--- src/rtl/ifetch_queue_if.sv ---
// Signal bundle between the fetch queue, the PC register, instruction memory and decode.
// The master modport is the fetch queue's view; slave is the surrounding pipeline and memory.
interface ifetch_queue_if;
    logic        pc;
    logic [31:0] pc_q;
    logic        pc_stall;
    logic        redirect;
    logic        imem_req;
    logic [31:0] imem_addr;
    logic        imem_rvalid;
    logic [31:0] imem_rdata;
    logic        id_stall;
    logic        if_valid;
    logic [31:0] if_pc;
    logic [31:0] if_instr;

    modport master (
        input  pc_q, redirect, imem_rvalid, imem_rdata, id_stall,
        output pc_stall, imem_req, imem_addr, if_valid, if_pc, if_instr
    );

    modport slave (
        output pc_q, redirect, imem_rvalid, imem_rdata, id_stall,
        input  pc_stall, imem_req, imem_addr, if_valid, if_pc, if_instr
    );
endinterface

--- src/rtl/ifetch_queue.sv ---
// Instruction-fetch queue: issues one imem read at a time for the current PC and buffers
// returned words with their PC in a small in-order FIFO feeding decode.
module ifetch_queue #(
    parameter int          DEPTH     = 2,
    parameter logic [31:0] NOP_INSTR = 32'h00000013
) (
    input  logic           clk,
    input  logic           rst,
    ifetch_queue_if.master bus
);

    localparam int PW = $clog2(DEPTH);
    localparam int CW = PW + 1;

    typedef enum logic [1:0] {
        ST_IDLE,
        ST_WAIT,
        ST_DROP
    } state_t;

    state_t          state;
    state_t          next_state;
    logic [PW-1:0]   wr_ptr;
    logic [PW-1:0]   rd_ptr;
    logic [CW-1:0]   count;
    logic [31:0]     req_pc;
    logic [31:0]     pc_mem    [DEPTH];
    logic [31:0]     instr_mem [DEPTH];
    logic            fifo_valid;
    logic            pop;
    logic            wr;
    logic            issue;
    logic [CW:0]     credit;

    // Issue credit counts the entry a live request will occupy, so a full FIFO is never overwritten.
    always_comb begin
        fifo_valid = (count != '0);
        pop        = fifo_valid & ~bus.id_stall & ~bus.redirect;
        wr         = bus.imem_rvalid & (state == ST_WAIT) & ~bus.redirect;
        credit     = {1'b0, count} - (CW+1)'(pop) + (CW+1)'(state == ST_WAIT);
        issue      = ~rst & ~bus.redirect
                   & ((state == ST_IDLE) | bus.imem_rvalid)
                   & (credit < (CW+1)'(DEPTH));
    end

    always_ff @(posedge clk or posedge rst) begin
        if (rst) begin
            state <= ST_IDLE;
        end else begin
            state <= next_state;
        end
    end

    // A redirect with a request still in flight moves to DROP so its response is discarded.
    always_comb begin
        next_state = state;
        if (bus.redirect) begin
            if (bus.imem_rvalid) begin
                next_state = ST_IDLE;
            end else if (state != ST_IDLE) begin
                next_state = ST_DROP;
            end
        end else begin
            case (state)
                ST_IDLE: begin
                    if (issue) begin
                        next_state = ST_WAIT;
                    end
                end
                ST_WAIT, ST_DROP: begin
                    if (bus.imem_rvalid) begin
                        next_state = issue ? ST_WAIT : ST_IDLE;
                    end
                end
                default: next_state = ST_IDLE;
            endcase
        end
    end

    always_comb begin
        bus.imem_req  = issue;
        bus.imem_addr = bus.pc_q;
        bus.pc_stall  = ~issue & ~bus.redirect;
        bus.if_valid  = fifo_valid;
        bus.if_pc     = fifo_valid ? pc_mem[rd_ptr]    : 32'h0;
        bus.if_instr  = fifo_valid ? instr_mem[rd_ptr] : NOP_INSTR;
    end

    always_ff @(posedge clk or posedge rst) begin
        if (rst) begin
            count  <= '0;
            wr_ptr <= '0;
            rd_ptr <= '0;
            req_pc <= 32'h0;
        end else begin
            if (issue) begin
                req_pc <= bus.pc_q;
            end
            if (bus.redirect) begin
                count  <= '0;
                wr_ptr <= '0;
                rd_ptr <= '0;
            end else begin
                count <= count + CW'(wr) - CW'(pop);
                if (wr) begin
                    wr_ptr <= wr_ptr + PW'(1);
                end
                if (pop) begin
                    rd_ptr <= rd_ptr + PW'(1);
                end
            end
        end
    end

    always_ff @(posedge clk) begin
        if (wr) begin
            pc_mem[wr_ptr]    <= req_pc;
            instr_mem[wr_ptr] <= bus.imem_rdata;
        end
    end

endmodule

--- src/flat_wrapper.sv ---
// flat-port wrapper written by rule: the top's interface ports become plain ports
module ifetch_queue_flat 
#(
    parameter int          DEPTH     = 2,
    parameter logic [31:0] NOP_INSTR = 32'h00000013
)
  (clk, rst, bus_pc_q, bus_redirect, bus_imem_rvalid, bus_imem_rdata, bus_id_stall, bus_pc_stall, bus_imem_req, bus_imem_addr, bus_if_valid, bus_if_pc, bus_if_instr);
  ifetch_queue_if bus_i ();
  input  logic clk;
  input  logic rst;
  input wire logic [$bits(bus_i.pc_q)-1:0] bus_pc_q;
  input wire logic [$bits(bus_i.redirect)-1:0] bus_redirect;
  input wire logic [$bits(bus_i.imem_rvalid)-1:0] bus_imem_rvalid;
  input wire logic [$bits(bus_i.imem_rdata)-1:0] bus_imem_rdata;
  input wire logic [$bits(bus_i.id_stall)-1:0] bus_id_stall;
  output wire logic [$bits(bus_i.pc_stall)-1:0] bus_pc_stall;
  output wire logic [$bits(bus_i.imem_req)-1:0] bus_imem_req;
  output wire logic [$bits(bus_i.imem_addr)-1:0] bus_imem_addr;
  output wire logic [$bits(bus_i.if_valid)-1:0] bus_if_valid;
  output wire logic [$bits(bus_i.if_pc)-1:0] bus_if_pc;
  output wire logic [$bits(bus_i.if_instr)-1:0] bus_if_instr;
  assign bus_i.pc_q = bus_pc_q;
  assign bus_i.redirect = bus_redirect;
  assign bus_i.imem_rvalid = bus_imem_rvalid;
  assign bus_i.imem_rdata = bus_imem_rdata;
  assign bus_i.id_stall = bus_id_stall;
  assign bus_pc_stall = bus_i.pc_stall;
  assign bus_imem_req = bus_i.imem_req;
  assign bus_imem_addr = bus_i.imem_addr;
  assign bus_if_valid = bus_i.if_valid;
  assign bus_if_pc = bus_i.if_pc;
  assign bus_if_instr = bus_i.if_instr;
  ifetch_queue #(.DEPTH(DEPTH), .NOP_INSTR(NOP_INSTR)) u_core (.clk(clk), .rst(rst), .bus(bus_i));
endmodule
--- config.mk ---
export PLATFORM = sky130hd
export DESIGN_NAME = ifetch_queue_flat
export DESIGN_NICKNAME = d
export VERILOG_FILES = /design/src/rtl/ifetch_queue_if.sv /design/src/rtl/ifetch_queue.sv /design/src/flat_wrapper.sv
export SDC_FILE = /design/constraint.sdc
export NUM_CORES = 1
export LEC_CHECK = 0
export CAP_MARGIN = 15
export CORE_ASPECT_RATIO = 2
export CORE_UTILIZATION = 53
export DETAILED_ROUTE_END_ITERATION = 8
export GPL_ROUTABILITY_DRIVEN = 0
export PLACE_DENSITY = 0.91
export RECOVER_POWER = 100
export SYNTH_ARGS = -nofsm -noshare
export SYNTH_HDL_FRONTEND = slang
export SYNTH_SLANG_ARGS = --single-unit
--- constraint.sdc ---
create_clock -name clk -period 11 [get_ports clk]
set_input_delay 1.65 -clock clk [delete_from_list [all_inputs] [get_ports clk]]
set_output_delay 1.65 -clock clk [all_outputs]
set_load 0.02 [all_outputs]
Word level (Yosys, flattened, before mapping)
Memories as Yosys holds them, arrays and structs flattened.
Cells that the tools add are included.
- $add $sub $neg: 6
- $lt $le $gt $ge: 1
- equality and inequality tests: 5
- mux-type cells: 16
- bitwise logic cells: 13
- reduce and logical (&&, ||, !) cells: 7
- operator list (cell ; number):
    $mux W32 ; 2
    $mux W2 ; 6
    $and A1 B1 Y1 ; 8
    $reduce_bool A2 Y1 ; 4
    $mux W1 ; 7
    $not A1 Y1 ; 4
    $pmux W2 S2 ; 1
    $add A3 B1 Y3 ; 1
    $lt A3 B2 Y1 const B ; 1
    $ne A3 B1 Y1 const B ; 1
    $ne A3 B2 Y1 const B ; 1
    $ne A3 B3 Y1 const B ; 1
    $reduce_and A3 Y1 ; 1
    $sub A2 B1 Y3 ; 1
    $add A1 B1 Y1 const B ; 2
    $add A2 B1 Y2 ; 1
    $eq A2 B1 Y1 const B ; 1
    $eq A2 B2 Y1 const B ; 1
    $logic_not A2 Y1 ; 1
    $reduce_or A2 Y1 ; 1
    $sub A2 B1 Y2 ; 1
    $or A1 B1 Y1 ; 1
- register bits: 38
- RAM bits: 128
- output and inout bits: 99
- word-level logic and storage cells: 55
- memories kept: 2
- memory list (name ; depth ; width ; rd ports ; clocked after memory_dff ; write ports ; line ; source):
    u_core.instr_mem ; 2 ; 32 ; 1 ; 0 ; 1 ; ifetch_queue.sv:28 ; logic [31:0] instr_mem [DEPTH];
    u_core.pc_mem ; 2 ; 32 ; 1 ; 0 ; 1 ; ifetch_queue.sv:27 ; logic [31:0] pc_mem [DEPTH];

Logic depth before layout (Yosys ltp)
Gate-level depths: netlist (run 1).
- word-level depth: 11
- gate-level depth with buffers: 12
- mapped depth without buffers: 10

Least setup slack after synthesis (run 1)
OpenSTA, ideal clock, no wires.
- kind: input to register
- start: input port bus_redirect
- end: memory u_core.instr_mem[0][0] (enable)
- setup time: 0.565 ns
- arrival time: 6.272 ns
- setup slack: 4.164 ns
- stages on the path: 2
- path buffers: 1
- path through: clkbuf_1 nor3_1
- cells in the longest elaborated chain, start to end: 4
- ends and longest elaborated chain (element ; line ; source):
    start: declaration ; flat_wrapper.sv:12 ; input wire logic [$bits(bus_i.redirect)-1:0] bus_redirect;
    $not A1 Y1 ; ifetch_queue.sv:39 ; wr = bus.imem_rvalid & (state == ST_WAIT) & ~bus.redirect;
    $and A1 B1 Y1 ; ifetch_queue.sv:39 ;
    $mux W1 ; ifetch_queue.sv:116 ; if (wr) begin
    $mux W1 (not written as such) ; ifetch_queue.sv:118 ; instr_mem[wr_ptr] <= bus.imem_rdata;
    end: declaration ; ifetch_queue.sv:28 ;
No other way between the ends.

Worst setup path in the final report (run 1)
- start: input port bus_redirect
- end: output port bus_imem_req
- cells in the longest elaborated chain, start to end: 6
- ends and longest elaborated chain (element ; line ; source):
    $not A1 Y1 * ; ifetch_queue.sv:38, ifetch_queue.sv:41 ;
    $and A1 B1 Y1 ; ifetch_queue.sv:38 ; pop = fifo_valid & ~bus.id_stall & ~bus.redirect;
    $sub A2 B1 Y3 ; ifetch_queue.sv:40 ; credit = {1'b0, count} - (CW+1)'(pop) + (CW+1)'(state == ST_WAIT);
    $add A3 B1 Y3 ; ifetch_queue.sv:40 ;
    $lt A3 B2 Y1 ; ifetch_queue.sv:43 ; & (credit < (CW+1)'(DEPTH));
    $and A1 B1 Y1 * ; ifetch_queue.sv:43 ;
    end: declaration ; flat_wrapper.sv:17 ; output wire logic [$bits(bus_i.imem_req)-1:0] bus_imem_req;
Mark *: on every way between the ends. The rest lies on a longest branch, timed or not.

==> results of run 1 <==
==> state kept, by name (all words and copies together), names as in the netlist <==
register / count
u_core.wr_ptr: 1
u_core.rd_ptr: 1
u_core.count: 2
u_core.instr_mem: 64
u_core.req_pc: 32
u_core.state: 2
u_core.pc_mem: 64
==> cell usage after synthesis, drive strengths merged, types with 2 or more instances <==
library cell  instances  share of area (%)
mux2i                65                9.7
buf                  45                4.9
nand2                 6               0.34
ha                    6                1.1
mux2                 33                5.5
nand3b                2               0.22
nor3                  2               0.15
xor2                  2               0.26
clkbuf                5               0.28
dfrtp                38                 14
o2111ai               2               0.26
edfxtp              128                 57
inv                   9               0.50
nor2                 67                3.7
==> placed cells by master, fill, tap and decap left out, types with 2 or more instances in the layout <==
cell / instances
sky130_fd_sc_hd__bufinv_16: 2
sky130_fd_sc_hd__clkbuf_1: 6
sky130_fd_sc_hd__clkbuf_16: 18
sky130_fd_sc_hd__clkdlybuf4s50_1: 33
sky130_fd_sc_hd__clkinv_2: 5
sky130_fd_sc_hd__clkinv_4: 3
sky130_fd_sc_hd__dfrtp_1: 37
sky130_fd_sc_hd__diode_2: 2
sky130_fd_sc_hd__dlygate4sd3_1: 134
sky130_fd_sc_hd__edfxtp_1: 128
sky130_fd_sc_hd__ha_1: 6
sky130_fd_sc_hd__inv_1: 8
sky130_fd_sc_hd__mux2_1: 28
sky130_fd_sc_hd__mux2_2: 5
sky130_fd_sc_hd__mux2i_1: 65
sky130_fd_sc_hd__nand2_1: 6
sky130_fd_sc_hd__nand3b_1: 2
sky130_fd_sc_hd__nor2_1: 66
sky130_fd_sc_hd__nor3_1: 2
sky130_fd_sc_hd__o2111ai_1: 2
sky130_fd_sc_hd__xor2_1: 2
==> metrics by stage <==
step	utilization, %	power, mW
CTS	72.2	1.84
floorplan	-	1.10
detailed placement	67.4	1.26
global route	72.0	1.89
finish	72.0	1.81
global placement	67.4	1.23
==> cell families after synthesis <==
logic type | after synthesis
adder cells (fa/ha/maj) | 7
AND/OR/NAND/NOR | 84
multiplexers | 98
buffers and inverters | 60
XOR/XNOR | 3
flip-flops | 166
AO/OA/AOI/OAI | 5
==> routing by layer <==
layer / share of wire, % / GRT usage, %
met1: 35 / 21.6
met2: 57 / 38.4
met3: 4.8 / 5.82
met4: 2.8 / 9.50
met5: 0 / 0
==> area by class of cell <==
type,count,share of cell area [%]
antenna,2,0.0567
clock buffer,20,5.19
clock inverter,12,1.45
inverter,10,0.439
multi-input combinational,197,17.3
sequential,166,54.4
tap,147,2.08
timing repair buffer,171,19.1
==> critical path: stages <==
cell and delay (ns):
sky130_fd_sc_hd__dlygate4sd3_1 0.70, sky130_fd_sc_hd__nor3_1 0.29, sky130_fd_sc_hd__ha_1 0.28, sky130_fd_sc_hd__inv_1 0.09, sky130_fd_sc_hd__nand2_1 0.07, sky130_fd_sc_hd__fa_1 0.37, sky130_fd_sc_hd__xor2_1 0.26, sky130_fd_sc_hd__or4_1 0.21
sky130_fd_sc_hd__clkinvlp_2 1.21, sky130_fd_sc_hd__dlygate4sd3_1 1.12
==> power by group <==
group | internal [mW] | leakage [nW] | switching [mW]
clock | 0.347 | 0.289 | 0.228
combinational | 0.170 | 1.35 | 0.185
sequential | 0.805 | 1.61 | 0.0729
==> worst paths after layout <==
path,from,end,slack (ns),cells after the start
max,bus_redirect,bus_imem_req,3.08,10
min,u_core.req_pc[11],u_core.pc_mem[0][11],0.47,0
max reg2reg,u_core.state[1],u_core.pc_mem[1][28],6.76,6
min reg2reg,u_core.req_pc[11],u_core.pc_mem[0][11],0.47,0
max in group asynchronous,rst,u_core.rd_ptr,7.70,3
min in group asynchronous,rst,u_core.state[0],1.73,2
==> summary.json, run 1 <==
{
  "run_status": {"value": "finished, violations left"},
  "violations_in_the_final_reports": {"value": "max-capacitance violations, max-slew violations"},
  "critical_path_peak_fanout": {"value": 34},
  "postRouteAntennaNets": {"value": 0},
  "drt_iter0_drc": {"value": 172},
  "setup.worst_path.start_class": {"value": "input port"},
  "setup_viol": {"value": 0},
  "die_w": {"value": 81.6, "unit": "um"},
  "skew": {"value": 0.00815, "unit": "ns"},
  "areaGrowthSynthToFinish": {"value": 31.6, "unit": "%"},
  "filler_cell_count": {"value": 788},
  "post-route-drc-count": {"value": 0},
  "grt_first_pass_wirelength": {"value": 20.0, "unit": "mm"},
  "synthXorXnorAreaFrac": {"value": 0.392, "unit": "%"},
  "design.core.area": {"value": 0.0123, "unit": "mm^2"},
  "seq_total_area_yosys": {"value": 71.5, "unit": "%"},
  "tritoncts": {"value": "done"},
  "cts.path.max_buffers": {"value": 2},
  "h-tree-depth": {"value": 4},
  "synthMuxAreaShare": {"value": 15.2, "unit": "%"},
  "cts_num_sinks": {"value": 166},
  "post_layout_nonfiller_instances": {"value": 725},
  "fmax": {"value": 126, "unit": "MHz"},
  "drv.max_cap_violation_count": {"value": 4},
  "ys_warn_count": {"value": 0},
  "power_density": {"value": 205, "unit": "mW/mm^2"},
  "via_count_of_the_first_global_routing_pass": {"value": 4066},
  "post_synth_fa_ha_maj_area_fraction": {"value": 1.42, "unit": "%"},
  "design_area": {"value": 0.00883, "unit": "mm^2"},
  "worst_ep_required_time": {"value": 9.35, "unit": "ns"},
  "rsz0062_at_grt": {"value": "no"},
  "routed_via_density": {"value": 5.23},
  "dp_cells": {"value": 691},
  "ys_types": {"value": 32},
  "cp-end-kind": {"value": "primary output"},
  "cts_inserted_buffers": {"value": 17},
  "timing_worst_setup_path_type": {"value": "input port to primary output"},
  "clock_latency": {"value": 0.41, "unit": "ns"},
  "grt_overflow_total": {"value": 0},
  "post_synth_and_or_nand_nor_area_fraction": {"value": 5.17, "unit": "%"},
  "max_slew.worst_pin.slew": {"value": 3.69, "unit": "ns"},
  "drive_above_1_share": {"value": 6.94, "unit": "%"},
  "main_combinational_cell_family_by_area_after_synthesis": {"value": "multiplexers"},
  "max_slew_margin": {"value": -146, "unit": "%"},
  "grt_usage": {"value": 21.1, "unit": "%"},
  "fp-row-count": {"value": 57},
  "min_period": {"value": 7.92, "unit": "ns"},
  "hp-class": {"value": "flip-flop to flip-flop"},
  "critical_path_arrival": {"value": 6.27, "unit": "ns"},
  "finalHoldViolations": {"value": 0},
  "cts_post_setup_buffers_inserted": {"value": 0},
  "firstDrtPassIters": {"value": 4},
  "route.final.wire_length": {"value": 13.1, "unit": "mm"},
  "synth_seq_cells": {"value": 166},
  "irDropWorstVdd": {"value": 0.187, "unit": "mV"},
  "die_y": {"value": 161, "unit": "um"},
  "synth-main-ff-cell": {"value": "sky130_fd_sc_hd__edfxtp_1"},
  "cts_hold_buffers": {"value": 0},
  "grt_max_degree": {"value": 67},
  "slew_violations": {"value": 230},
  "final.setup.worst_slack": {"value": 3.08, "unit": "ns"},
  "multi_input_comb_area": {"value": 0.00153, "unit": "mm^2"},
  "nets": {"value": 639},
  "finalCritPeriodShare": {"value": 72.0, "unit": "%"},
  "clock-root-buffer": {"value": "sky130_fd_sc_hd__clkbuf_16"},
  "io_buffers": {"value": 167},
  "dpl-instance-area": {"value": 0.00827, "unit": "mm^2"},
  "die_area": {"value": 0.0131, "unit": "mm^2"},
  "postCtsResizedCells": {"value": 0},
  "synth_fp_nets": {"value": 499},
  "synthArstFlopShare": {"value": 22.9, "unit": "%"},
  "antenna_found_initial": {"value": 2},
  "edff_count_synth": {"value": 128},
  "layout.area.seq": {"value": 0.00480, "unit": "mm^2"},
  "setup_tns_final": {"value": 0, "unit": "ns"},
  "clk_transition_reported_paths": {"value": 0.06, "unit": "ns"},
  "wl_per_cell": {"value": 18.0, "unit": "um"},
  "final.hold.worst_slack": {"value": 0.467, "unit": "ns"},
  "avgSynthCellArea": {"value": 15.9, "unit": "um^2"},
  "mappedNetlistArea": {"value": 0.00671, "unit": "mm^2"},
  "io-pin-count": {"value": 168},
  "start_util": {"value": 54.7, "unit": "%"},
  "placement.setup.worst_slack": {"value": 4.18, "unit": "ns"},
  "detailroute.via_count": {"value": 3795},
  "detailed_place_hpwl": {"value": 8.71, "unit": "mm"},
  "synthCells": {"value": 423},
  "leakage": {"value": 3.25, "unit": "nW"},
  "synth_compound_area_share": {"value": 0.522, "unit": "%"}
}
Power figures use the tool's default switching activity.
==> inputs of run 2 (changes only) <==
- CORE_UTILIZATION: 53 -> 49
- PLACE_DENSITY: 0.91 -> 0.86
- clock period: 11 -> 8.1 ns (I/O delays scaled with it)
==> summary.json, run 2 (synthesized netlist as in run 1, its figures left out) <==
{
  "power_density": {"value": 275, "unit": "mW/mm^2"},
  "routed_via_density": {"value": 5.16},
  "route.final.wire_length": {"value": 13.0, "unit": "mm"},
  "io-pin-count": {"value": 168},
  "postRouteAntennaNets": {"value": 0},
  "regToRegStartpoint": {"value": "u_core.state[1]"},
  "cts_post_setup_buffers_inserted": {"value": 0},
  "slew_violations": {"value": 280},
  "source_of_the_critical_timing_path": {"value": "bus_redirect"},
  "io_buffers": {"value": 167},
  "grt_first_pass_wirelength": {"value": 20.4, "unit": "mm"},
  "detailroute.via_count": {"value": 3778},
  "setup.worst_path.start_class": {"value": "input port"},
  "violations_in_the_final_reports": {"value": "design-rule violations, max-capacitance violations, max-slew violations"},
  "cts_hold_buffers": {"value": 0},
  "finalHoldViolations": {"value": 0},
  "detailed_place_hpwl": {"value": 8.69, "unit": "mm"},
  "start_util": {"value": 49.9, "unit": "%"},
  "critical_path_peak_fanout": {"value": 34},
  "postCtsResizedCells": {"value": 0},
  "clock_latency": {"value": 0.41, "unit": "ns"},
  "clk_transition_reported_paths": {"value": 0.06, "unit": "ns"},
  "areaGrowthSynthToFinish": {"value": 31.3, "unit": "%"},
  "irDropWorstVdd": {"value": 0.205, "unit": "mV"},
  "finalCritPeriodShare": {"value": 74.1, "unit": "%"},
  "h-tree-depth": {"value": 4},
  "die_w": {"value": 84.7, "unit": "um"},
  "worst_ep_required_time": {"value": 6.88, "unit": "ns"},
  "placement.setup.worst_slack": {"value": 2.24, "unit": "ns"},
  "run_status": {"value": "finished, violations left"},
  "design_area": {"value": 0.00880, "unit": "mm^2"},
  "firstDrtPassIters": {"value": 9},
  "leakage": {"value": 3.23, "unit": "nW"},
  "post-route-drc-count": {"value": 7},
  "min_period": {"value": 6.00, "unit": "ns"},
  "endpoint": {"value": "bus_pc_stall"},
  "via_count_of_the_first_global_routing_pass": {"value": 4099},
  "grt_max_degree": {"value": 67},
  "max_slew.worst_pin.slew": {"value": 3.56, "unit": "ns"},
  "final.setup.worst_slack": {"value": 2.10, "unit": "ns"},
  "die_area": {"value": 0.0142, "unit": "mm^2"},
  "setup_tns_final": {"value": 0, "unit": "ns"},
  "cts.path.max_buffers": {"value": 2},
  "wl_per_cell": {"value": 17.8, "unit": "um"},
  "final_common_cell": {"value": "sky130_fd_sc_hd__dlygate4sd3_1"},
  "registers_with_the_highest_flip_flop_counts": {"value": "u_core.instr_mem: 64 flops, u_core.pc_mem: 64 flops, u_core.req_pc: 32 flops"},
  "timing_worst_setup_path_type": {"value": "input port to primary output"},
  "grt_usage": {"value": 19.3, "unit": "%"},
  "max_slew_margin": {"value": -137, "unit": "%"},
  "rsz0062_at_grt": {"value": "no"},
  "tritoncts": {"value": "done"},
  "grt_overflow_total": {"value": 0},
  "critical_path_arrival": {"value": 4.79, "unit": "ns"},
  "worst_r2r_path_depth": {"value": 6},
  "timing.rr.end": {"value": "u_core.pc_mem[1][13]"},
  "antenna_found_initial": {"value": 0},
  "die_y": {"value": 167, "unit": "um"},
  "cts_inserted_buffers": {"value": 17},
  "cp-end-kind": {"value": "primary output"},
  "skew": {"value": 0.00784, "unit": "ns"},
  "fmax": {"value": 167, "unit": "MHz"},
  "hp-class": {"value": "flip-flop to flip-flop"},
  "most-common-layout-cells": {"value": "sky130_fd_sc_hd__dlygate4sd3_1 (133), sky130_fd_sc_hd__edfxtp_1 (128), sky130_fd_sc_hd__nor2_1 (66)"},
  "cts_num_sinks": {"value": 166},
  "setup_viol": {"value": 0},
  "design.core.area": {"value": 0.0134, "unit": "mm^2"},
  "drt_iter0_drc": {"value": 163},
  "drive_above_1_share": {"value": 6.24, "unit": "%"},
  "worst_setup_slack_for_register_to_register_paths": {"value": 3.60, "unit": "ns"},
  "drv.max_cap_violation_count": {"value": 6},
  "num_antenna_cells": {"value": 0},
  "nets": {"value": 640},
  "dpl-instance-area": {"value": 0.00828, "unit": "mm^2"},
  "fp-row-count": {"value": 60},
  "clock-root-buffer": {"value": "sky130_fd_sc_hd__clkbuf_16"}
}
-- run 2: changes by cell type in the layout (fill, tap and decap cells not counted), sizes merged --
cell,delta
clkbuf,-1
clkinvlp,+1
diode,-2
bufinv,-1
inv,+3
clkinv,-1
clkdlybuf4s50,+1
dlygate4sd3,-1
-- run 2: final cells by class --
type	instances	area, um^2
Fill cell	938	4630
Timing Repair Buffer	172	1690
Tap cell	155	194
Clock inverter	14	125
Multi-Input combinational cell	197	1530
Inverter	10	42.5
Clock buffer	18	429
Sequential cell	166	4790
-- run 2: metal layers --
layer,part of all wire (%),global-route usage (%),wire (um),vias up
li1,-,-,-,1777
met4,4.4,11.3,577,0
met1,35,18.8,4620,1835
met2,57,36.3,7380,122
met5,0,0,0,-
met3,3.5,4.14,458,44
-- run 2: metrics by stage --
step / hold WS, ns / cells / util (%) / total power [mW]
after floorplan: 0.435 / 423 / - / 1.49
after CTS: 0.465 / 732 / 65.8 / 2.46
final: 0.463 / 732 / 65.5 / 2.42
after global placement: 0.443 / 700 / 61.6 / 1.67
after detailed placement: 0.451 / 700 / 61.6 / 1.71
after global routing: 0.476 / 732 / 65.5 / 2.52
-- run 2: worst min path at each step --
stage	start	endpoint	slack, ns	cells after the start
after floorplan	u_core.req_pc[0]	u_core.pc_mem[0][0]	0.43	0
after global placement	u_core.req_pc[22]	u_core.pc_mem[1][22]	0.44	0
after detailed placement	u_core.req_pc[10]	u_core.pc_mem[1][10]	0.45	0
after CTS	u_core.req_pc[10]	u_core.pc_mem[1][10]	0.46	0
after global routing	u_core.req_pc[29]	u_core.pc_mem[1][29]	0.48	0
final	u_core.req_pc[10]	u_core.pc_mem[1][10]	0.46	0
-- run 2: worst max-delay path, stage by stage --
cell and delay, ns:
sky130_fd_sc_hd__dlygate4sd3_1 0.70, sky130_fd_sc_hd__nor3_1 0.25, sky130_fd_sc_hd__ha_1 0.26, sky130_fd_sc_hd__inv_1 0.08
sky130_fd_sc_hd__nand2_1 0.07, sky130_fd_sc_hd__fa_1 0.48, sky130_fd_sc_hd__nand2b_1 0.10, sky130_fd_sc_hd__or4_1 0.59
sky130_fd_sc_hd__clkinv_4 0.30, sky130_fd_sc_hd__nor2_1 0.08, sky130_fd_sc_hd__dlygate4sd3_1 0.67
-- run 2: power by group --
part           internal (mW)  total [mW]  switching, mW
Combinational          0.240       0.489          0.249
Sequential              1.09        1.19         0.0952
Clock                  0.425       0.745          0.320
Total                   1.76        2.42          0.664
